`config.mk`:
```
export PLATFORM = sky130hd
export DESIGN_NAME = n_bit_serial_twos_to_signmag_flat
export DESIGN_NICKNAME = d
export VERILOG_FILES = /design/src/rtl/n_bit_serial_twos_to_signmag_pkg.sv /design/src/rtl/n_bit_serial_twos_to_signmag_if.sv /design/src/rtl/n_bit_serial_twos_to_signmag_cell.sv /design/src/rtl/n_bit_serial_twos_to_signmag.sv /design/src/flat_wrapper.sv
export SDC_FILE = /design/constraint.sdc
export NUM_CORES = 1
export LEC_CHECK = 0
export CORE_MARGIN = 2
export CORE_UTILIZATION = 53
export CTS_CLUSTER_SIZE = 8
export DETAILED_ROUTE_END_ITERATION = 6
export PLACE_DENSITY = 0.83
export SLEW_MARGIN = 15
export SYNTH_ARGS = -nofsm -noshare
export SYNTH_HDL_FRONTEND = slang
export SYNTH_SLANG_ARGS = --single-unit
```
`constraint.sdc`:
```
create_clock -name clk -period 1.79 [get_ports clk]
set_input_delay 0.358 -clock clk [delete_from_list [all_inputs] [get_ports clk]]
set_output_delay 0.358 -clock clk [all_outputs]
set_load 0.05 [all_outputs]
```
`src/rtl/n_bit_serial_twos_to_signmag_pkg.sv`:
```
// alu_pkg
//   Shared definitions for the bit-serial two's-complement to sign-magnitude
//   decoder: FSM state encodings and a constant-foldable clog2 helper used to
//   size the step counter.
//   No ports.
package alu_pkg;

  // FSM state encodings, kept as plain localparams for legacy tools
  localparam logic [1:0] ST_IDLE = 2'd0;
  localparam logic [1:0] ST_CONV = 2'd1;
  localparam logic [1:0] ST_DONE = 2'd2;

  // Smallest r such that 2**r >= value
  function automatic int clog2(input int value);
    int r;
    r = 0;
    while ((1 << r) < value) r++;
    return r;
  endfunction

endpackage

```
`src/rtl/n_bit_serial_twos_to_signmag_if.sv`:
```
// n_bit_serial_twos_to_signmag_if
//   Handshake bundle for the serial two's-complement to sign-magnitude decoder.
//   Ports (signals):
//     in_valid/in_ready/in_data     operand input channel (valid/ready)
//     out_valid/out_ready/out_data  {sign, magnitude} result channel
//     out_ovf                       result saturated (input was -2^(WIDTH-1))
//     busy                          decoder is not idle
//   Modports: master = producer/consumer side, slave = decoder side.
interface n_bit_serial_twos_to_signmag_if #(
  parameter int WIDTH = 32
);

  logic             in_valid;
  logic             in_ready;
  logic [WIDTH-1:0] in_data;
  logic             out_valid;
  logic             out_ready;
  logic [WIDTH-1:0] out_data;
  logic             out_ovf;
  logic             busy;

  modport master (
    output in_valid, in_data, out_ready,
    input  in_ready, out_valid, out_data, out_ovf, busy
  );

  modport slave (
    input  in_valid, in_data, out_ready,
    output in_ready, out_valid, out_data, out_ovf, busy
  );

endinterface

```
`src/rtl/n_bit_serial_twos_to_signmag_cell.sv`:
```
// twos_serial_cell
//   One-bit datapath slice of the serial negator. Copies incoming bits until
//   the first 1 has been seen, then inverts the rest (only for negative words).
//   Ports:
//     clk, rst_n  clock, asynchronous active-low reset
//     b           current input bit (LSB first)
//     sign        word is negative
//     en          a conversion step happens this cycle
//     clr         start of a new word; forget any previously seen 1
//     ob          resolved magnitude bit for this step
module twos_serial_cell (
  input  logic clk,
  input  logic rst_n,
  input  logic b,
  input  logic sign,
  input  logic en,
  input  logic clr,
  output logic ob
);

  logic seen_one;

  // Remembers whether a 1 has already passed through on a negative word
  always_ff @(posedge clk or negedge rst_n) begin
    if (!rst_n) begin
      seen_one <= 1'b0;
    end else if (clr) begin
      seen_one <= 1'b0;
    end else if (en && sign && b) begin
      seen_one <= 1'b1;
    end
  end

  assign ob = sign ? (b ^ seen_one) : b;

endmodule

```
`src/rtl/n_bit_serial_twos_to_signmag.sv`:
```
// n_bit_serial_twos_to_signmag
//   Bit-serial decoder from two's-complement to sign-magnitude. A WIDTH-bit
//   signed word is accepted over valid/ready, its magnitude is resolved LSB
//   first one bit per cycle, and {sign, magnitude} is presented over
//   valid/ready. The most negative input saturates to -(2^(WIDTH-1)-1) and
//   raises out_ovf.
//   Parameters: WIDTH (>= 2) word width including the sign bit.
//   Ports:
//     clk    rising-edge clock
//     rst_n  asynchronous active-low reset
//     bus    slave side of n_bit_serial_twos_to_signmag_if (in_*, out_*, busy)
//   Configuration macro: TWOS_SM_FASTPOS_EN - when defined, non-negative words
//   bypass the serial conversion and reach DONE on the accepting edge.
module n_bit_serial_twos_to_signmag
  import alu_pkg::*;
#(
  parameter int WIDTH = 32
) (
  input logic                                 clk,
  input logic                                 rst_n,
  n_bit_serial_twos_to_signmag_if.slave       bus
);

  localparam int CW = (clog2(WIDTH) < 1) ? 1 : clog2(WIDTH);
  localparam logic [CW-1:0] CNT_LAST = CW'(WIDTH - 2);

  logic [1:0]       state_q;
  logic [CW-1:0]    cnt_q;
  logic [WIDTH-2:0] shift_q;
  logic             sign_q;
  logic [WIDTH-2:0] mag_q;
  logic [WIDTH-2:0] mag_next;
  logic [WIDTH-1:0] out_data_q;
  logic             out_ovf_q;
  logic             accept;
  logic             conv_step;
  logic             cell_ob;
  logic             ovf_next;

  assign accept    = bus.in_valid && (state_q == ST_IDLE);
  assign conv_step = (state_q == ST_CONV);

  twos_serial_cell u_cell (
    .clk   (clk),
    .rst_n (rst_n),
    .b     (shift_q[0]),
    .sign  (sign_q),
    .en    (conv_step),
    .clr   (accept),
    .ob    (cell_ob)
  );

  // Output assembly register shifts right with the new bit entering at the
  // top, so the first (LSB) bit lands at position 0 after WIDTH-1 steps
  always_comb begin
    mag_next = '0;
    for (int i = 0; i < WIDTH - 2; i++) begin
      mag_next[i] = mag_q[i+1];
    end
    mag_next[WIDTH-2] = cell_ob;
  end

  // A negative word whose magnitude bits resolve to zero can only be 100..0
  assign ovf_next = sign_q && (mag_next == '0);

  // Control FSM plus the input/output shift registers
  always_ff @(posedge clk or negedge rst_n) begin
    if (!rst_n) begin
      state_q    <= ST_IDLE;
      cnt_q      <= '0;
      shift_q    <= '0;
      sign_q     <= 1'b0;
      mag_q      <= '0;
      out_data_q <= '0;
      out_ovf_q  <= 1'b0;
    end else begin
      case (state_q)
        ST_IDLE: begin
          if (bus.in_valid) begin
            shift_q <= bus.in_data[WIDTH-2:0];
            sign_q  <= bus.in_data[WIDTH-1];
            cnt_q   <= '0;
            mag_q   <= '0;
`ifdef TWOS_SM_FASTPOS_EN
            if (!bus.in_data[WIDTH-1]) begin
              out_data_q <= bus.in_data;
              out_ovf_q  <= 1'b0;
              state_q    <= ST_DONE;
            end else begin
              state_q <= ST_CONV;
            end
`else
            state_q <= ST_CONV;
`endif
          end
        end
        ST_CONV: begin
          shift_q <= shift_q >> 1;
          mag_q   <= mag_next;
          cnt_q   <= cnt_q + 1'b1;
          if (cnt_q == CNT_LAST) begin
            out_ovf_q  <= ovf_next;
            out_data_q <= ovf_next ? '1 : {sign_q, mag_next};
            state_q    <= ST_DONE;
          end
        end
        ST_DONE: begin
          if (bus.out_ready) begin
            state_q <= ST_IDLE;
          end
        end
        default: begin
          state_q <= ST_IDLE;
        end
      endcase
    end
  end

  assign bus.in_ready  = (state_q == ST_IDLE);
  assign bus.out_valid = (state_q == ST_DONE);
  assign bus.busy      = (state_q != ST_IDLE);
  assign bus.out_data  = out_data_q;
  assign bus.out_ovf   = out_ovf_q;

endmodule

```
`src/flat_wrapper.sv`:
```
// flat-port wrapper written by rule: the top's interface ports become plain ports
module n_bit_serial_twos_to_signmag_flat import alu_pkg::*;
#(
  parameter int WIDTH = 32
)
  (clk, rst_n, bus_in_valid, bus_in_data, bus_out_ready, bus_in_ready, bus_out_valid, bus_out_data, bus_out_ovf, bus_busy);
  n_bit_serial_twos_to_signmag_if #(.WIDTH(WIDTH)) bus_i ();
  input logic clk;
  input logic rst_n;
  input wire logic [$bits(bus_i.in_valid)-1:0] bus_in_valid;
  input wire logic [$bits(bus_i.in_data)-1:0] bus_in_data;
  input wire logic [$bits(bus_i.out_ready)-1:0] bus_out_ready;
  output wire logic [$bits(bus_i.in_ready)-1:0] bus_in_ready;
  output wire logic [$bits(bus_i.out_valid)-1:0] bus_out_valid;
  output wire logic [$bits(bus_i.out_data)-1:0] bus_out_data;
  output wire logic [$bits(bus_i.out_ovf)-1:0] bus_out_ovf;
  output wire logic [$bits(bus_i.busy)-1:0] bus_busy;
  assign bus_i.in_valid = bus_in_valid;
  assign bus_i.in_data = bus_in_data;
  assign bus_i.out_ready = bus_out_ready;
  assign bus_in_ready = bus_i.in_ready;
  assign bus_out_valid = bus_i.out_valid;
  assign bus_out_data = bus_i.out_data;
  assign bus_out_ovf = bus_i.out_ovf;
  assign bus_busy = bus_i.busy;
  n_bit_serial_twos_to_signmag #(.WIDTH(WIDTH)) u_core (.clk(clk), .rst_n(rst_n), .bus(bus_i));
endmodule
```
==> results.sh, run 1 <==
export IMPL_worst_slack_ns=0.03484
export IMPL_timing_critical_path_buf_inv=2
export IMPL_netSwitchingFraction=0.4045
export IMPL_die_y_microns=95.35
export IMPL_hp_class="input pin to asynchronous set/reset pin"
export IMPL_cts_sinks=103
export IMPL_ys_ff_latch=103
export IMPL_status="complete, no violations"
export IMPL_dominant_combinational_cell_family_by_area_after_synthesis="simple AND/OR/NAND/NOR gates"
export IMPL_path_cells="or2_2 -> inv_1 -> buf_12"
export IMPL_worst_endpoint_required_ns=1.43
export IMPL_cpPeakStageDelay_ns=0.44
export IMPL_postSynth_asyncResetShare=1.000
export IMPL_share_clk_of_total_power=0.169
export IMPL_comb_power_share=0.384
export IMPL_max_slew_margin_vs_limit=0.6859
export IMPL_synthesized_area_fraction_occupied_by_ao_oa_aoi_and_oai_cells=0.05799
export IMPL_synthesis_nets=501
export IMPL_post_route_min_period_ns=1.755
export IMPL_ys_seq_area_frac=0.5827
export IMPL_timing_critical_path_to_type="output pin"
export IMPL_fin_nets=571
export IMPL_yosysMostFrequentCell="sky130_fd_sc_hd__nand2_1"
export IMPL_power_density_mw_per_mm2=1616
export IMPL_fin_hold_ws_ns=0.4659
export IMPL_top_cells_by_area_in_the_synthesized_netlist="sky130_fd_sc_hd__dfrtp_1 (58%), sky130_fd_sc_hd__nand2_1 (11%), sky130_fd_sc_hd__nand3_2 (6.6%)"
export IMPL_area_growth_syn_to_layout_pct=24.30
export IMPL_worst_clock_skew_on_the_final_layout_ns=0.01344
export IMPL_fmax_mhz=569.7
export IMPL_placed_cells_incl_taps=626
export IMPL_post_layout_util=0.6759
export IMPL_synth_adder_area_share=0.005658
export IMPL_routed_via_density=5.504
export IMPL_placed_instance_area_sq_mm=0.005269
export IMPL_vdd_drop_max_mv=0.7694
export IMPL_synthesis_yosys_warnings=0
export IMPL_totalPowerFinal_mw=8.884
export IMPL_synth_area_mux_share=0.002546
export IMPL_cts_root_buffer="sky130_fd_sc_hd__clkbuf_8"
export IMPL_die_width_microns=95.35
export IMPL_cts_htree_levels=3
export IMPL_max_slew_worst_pin_slew_ns=0.4669
export IMPL_worst_setup_path_start_kind="flip-flop"
export IMPL_synth_area_per_cell_sq_um=9.553
export IMPL_worst_path_max_fanout=5
export IMPL_timing_final_setup_violations=0
export IMPL_yosysTopAreaCell="sky130_fd_sc_hd__dfrtp_1"
export IMPL_finalInstanceArea_sq_mm=0.005498
export IMPL_post_route_cells_drive_above_1_share=0.2063
export IMPL_worst_path_dominant_cell_family="flip-flops"
export IMPL_p_leak_nw=2.870
export IMPL_setup_tns_after_final_layout_ns=0
export IMPL_synthCells=463
export IMPL_drt_wl_total_mm=9.468
export IMPL_gp_congestion=0.7529
export IMPL_grt_pass1_wl_mm=15.86
export IMPL_crit_path_top_delay_cell="sky130_fd_sc_hd__dfrtp_1"
export IMPL_die_area_sq_mm=0.009092
export IMPL_cts_inserted_buffers=9
export IMPL_antennaDiodeCount=0
export IMPL_core_area_sq_mm=0.008134
export IMPL_synth_top_flop_cell="sky130_fd_sc_hd__dfrtp_1"
export IMPL_synthDistinctLibCells=33
export IMPL_gr_usage_all_layers=0.2266
export IMPL_cts_tree="built"
export IMPL_floorplan_io_pins=72
export IMPL_power_net_switching_mw=3.593
export IMPL_cp_arrival_ns=1.40
export IMPL_place_port_buffers=71
export IMPL_pwr_share_seq=0.447
export IMPL_total_via_count_after_detailed_routing=3539
export IMPL_setup_repair_after_global_routing_missed_its_margin="true"
export IMPL_cts_max_path_buffers=2
export IMPL_number_of_enable_type_register_cells_in_the_synthesized_netlist=0
export IMPL_antenna_violations_before_repair=0
export IMPL_number_of_drc_markers_after_the_initial_detailed_route_iteration=258
export IMPL_clk_pin_slew_ns=0.10
export IMPL_post_placement_setup_slack_ns=-0.2023
export IMPL_overflow=0
export IMPL_max_cap_viol_count=0
export IMPL_drv_slew=0
export IMPL_synthXorXnorAreaFrac=0
export IMPL_final_period_util=0.9805
export IMPL_dp_final_hpwl_mm=6.579
export IMPL_final_instance_count_excl_fill=643
export IMPL_synthTopCellsByCount="sky130_fd_sc_hd__nand2_1 (126), sky130_fd_sc_hd__dfrtp_1 (103), sky130_fd_sc_hd__nor2_1 (63)"
export IMPL_internal_power_mw=5.291
export IMPL_ant_nets=0
export IMPL_floorplan_initialDensity=0.5438
export IMPL_post_cts_buffers=0
export IMPL_row_count=33
export IMPL_synth_simple_gate_area_frac=0.3129
export IMPL_drtPass1Iterations=5
export IMPL_drt_wirelength_per_cell_microns=14.72
export IMPL_synth_top_cell_area_share=0.5827
export IMPL_route_detailed_drc=0
export IMPL_cell_area_after_technology_mapping_sq_mm=0.004423
export IMPL_number_of_global_route_vias_before_repair=3410
export IMPL_grt_start_max_net_pins=69
export IMPL_timing_worst_setup_path_type="flip-flop to output pin"
export IMPL_clock_latency_reported_for_the_late_side_of_the_worst_skew_pair_ns=0.37
export IMPL_hold_viol_final=0
layer usage:
layer	track usage	routed length, microns
met5	0	0
met1	0.2895	3895
met4	0.09783	193
met2	0.3785	4831
met3	0.04269	547
final timing paths:
check                                        startpoint                 endpoint  slack (ns)  cells after the start
worst max-delay path                  u_core.state_q[1]             bus_in_ready        0.03                      3
worst min-delay path                              rst_n   u_core.bus.out_data[9]        0.47                      2
worst max register to register         u_core.mag_q[23]   u_core.bus.out_data[0]        0.04                      5
worst min register to register  u_core.bus.out_data[15]  u_core.bus.out_data[15]        0.50                      2
max in group asynchronous                         rst_n          u_core.cnt_q[0]        0.72                      3
min in group clk                u_core.bus.out_data[15]  u_core.bus.out_data[15]        0.50                      2
layout make-up:
class	count	area, sq um
tap	105	131.4
clock buffer	12	155.1
timing repair buffer	91	870.8
fill	605	2636
clock inverter	4	53.80
sequential	103	2579
inverter	4	15.01
multi-input combinational	324	1693
worst reg2reg max path: stages (launching register included):
cell and delay [ns]:
sky130_fd_sc_hd__dfrtp_1 0.44, sky130_fd_sc_hd__or4_1 0.55, sky130_fd_sc_hd__nor2_1 0.25, sky130_fd_sc_hd__nand4_4 0.16
sky130_fd_sc_hd__buf_12 0.21, sky130_fd_sc_hd__nand3_1 0.09
cells in the final DEF (no fill, tap or decap), types with 2 or more instances in the layout:
cell,n
sky130_fd_sc_hd__nand2_1,126
sky130_fd_sc_hd__dfrtp_1,102
sky130_fd_sc_hd__nor2_1,62
sky130_fd_sc_hd__buf_4,48
sky130_fd_sc_hd__nand3_1,38
sky130_fd_sc_hd__clkdlybuf4s50_1,34
sky130_fd_sc_hd__o22ai_1,30
sky130_fd_sc_hd__nand3_2,29
sky130_fd_sc_hd__clkbuf_8,11
sky130_fd_sc_hd__o21ai_1,8
sky130_fd_sc_hd__buf_12,8
sky130_fd_sc_hd__inv_1,4
sky130_fd_sc_hd__nand4_1,3
sky130_fd_sc_hd__nor4_1,3
sky130_fd_sc_hd__nor4_4,2
sky130_fd_sc_hd__or4_1,2
sky130_fd_sc_hd__and4_1,2
sky130_fd_sc_hd__a21oi_1,2
sky130_fd_sc_hd__ha_1,2
sky130_fd_sc_hd__clkinvlp_4,2
power groups by stage:
| stage | Combinational, mW | Sequential, mW | Clock, mW |
|---|---|---|---|
| 2_1_floorplan | 1.73 | 4.52 | 0 |
| 3_3_place_gp | 3.27 | 3.93 | 0 |
| 3_5_place_dp | 3.42 | 3.99 | 0 |
| 4_1_cts | 3.44 | 3.95 | 1.52 |
| 5_1_grt | 3.75 | 4.08 | 1.61 |
| 6_report | 3.41 | 3.97 | 1.50 |
registers in the layout, indices dropped and copies added, names as in the netlist:
| signal | cells |
|---|---|
| u_core.cnt_q | 5 |
| u_core.u_cell.seen_one | 1 |
| u_core.state_q | 2 |
| u_core.mag_q | 30 |
| u_core.bus.out_data | 32 |
| u_core.shift_q | 31 |
| u_core.sign_q | 1 |
| u_core.bus.out_ovf | 1 |
kinds of logic (layout without fill, tap and decap cells):
| kind of cell | after synthesis | in the layout |
|---|---|---|
| compound gates | 43 | 43 |
| fa+ha+maj | 2 | 2 |
| buf+inv | 36 | 111 |
| flops | 103 | 103 |
| mux | 1 | 1 |
| simple gates | 278 | 278 |
what timing repair did:
action                                 in CTS  in global routing
pin swaps                                   1                  0
gates resized for setup                     1                  1
endpoints found under the hold margin      28                  0
hold buffers                                1                  0
setup endpoints to repair                  31                 31
(Power assumes the default switching activity.)
==> run 2: changes to the inputs <==
--- a/config.mk
+++ b/config.mk
@@ -7,7 +7,7 @@
 export LEC_CHECK = 0
 export CORE_MARGIN = 2
 export CORE_UTILIZATION = 53
-export CTS_CLUSTER_SIZE = 8
+export CTS_CLUSTER_DIAMETER = 50
 export DETAILED_ROUTE_END_ITERATION = 6
 export PLACE_DENSITY = 0.83
 export SLEW_MARGIN = 15
==> results of run 2 <==
Same layout as run 1: the final DEF is identical, and so are final timing and power.
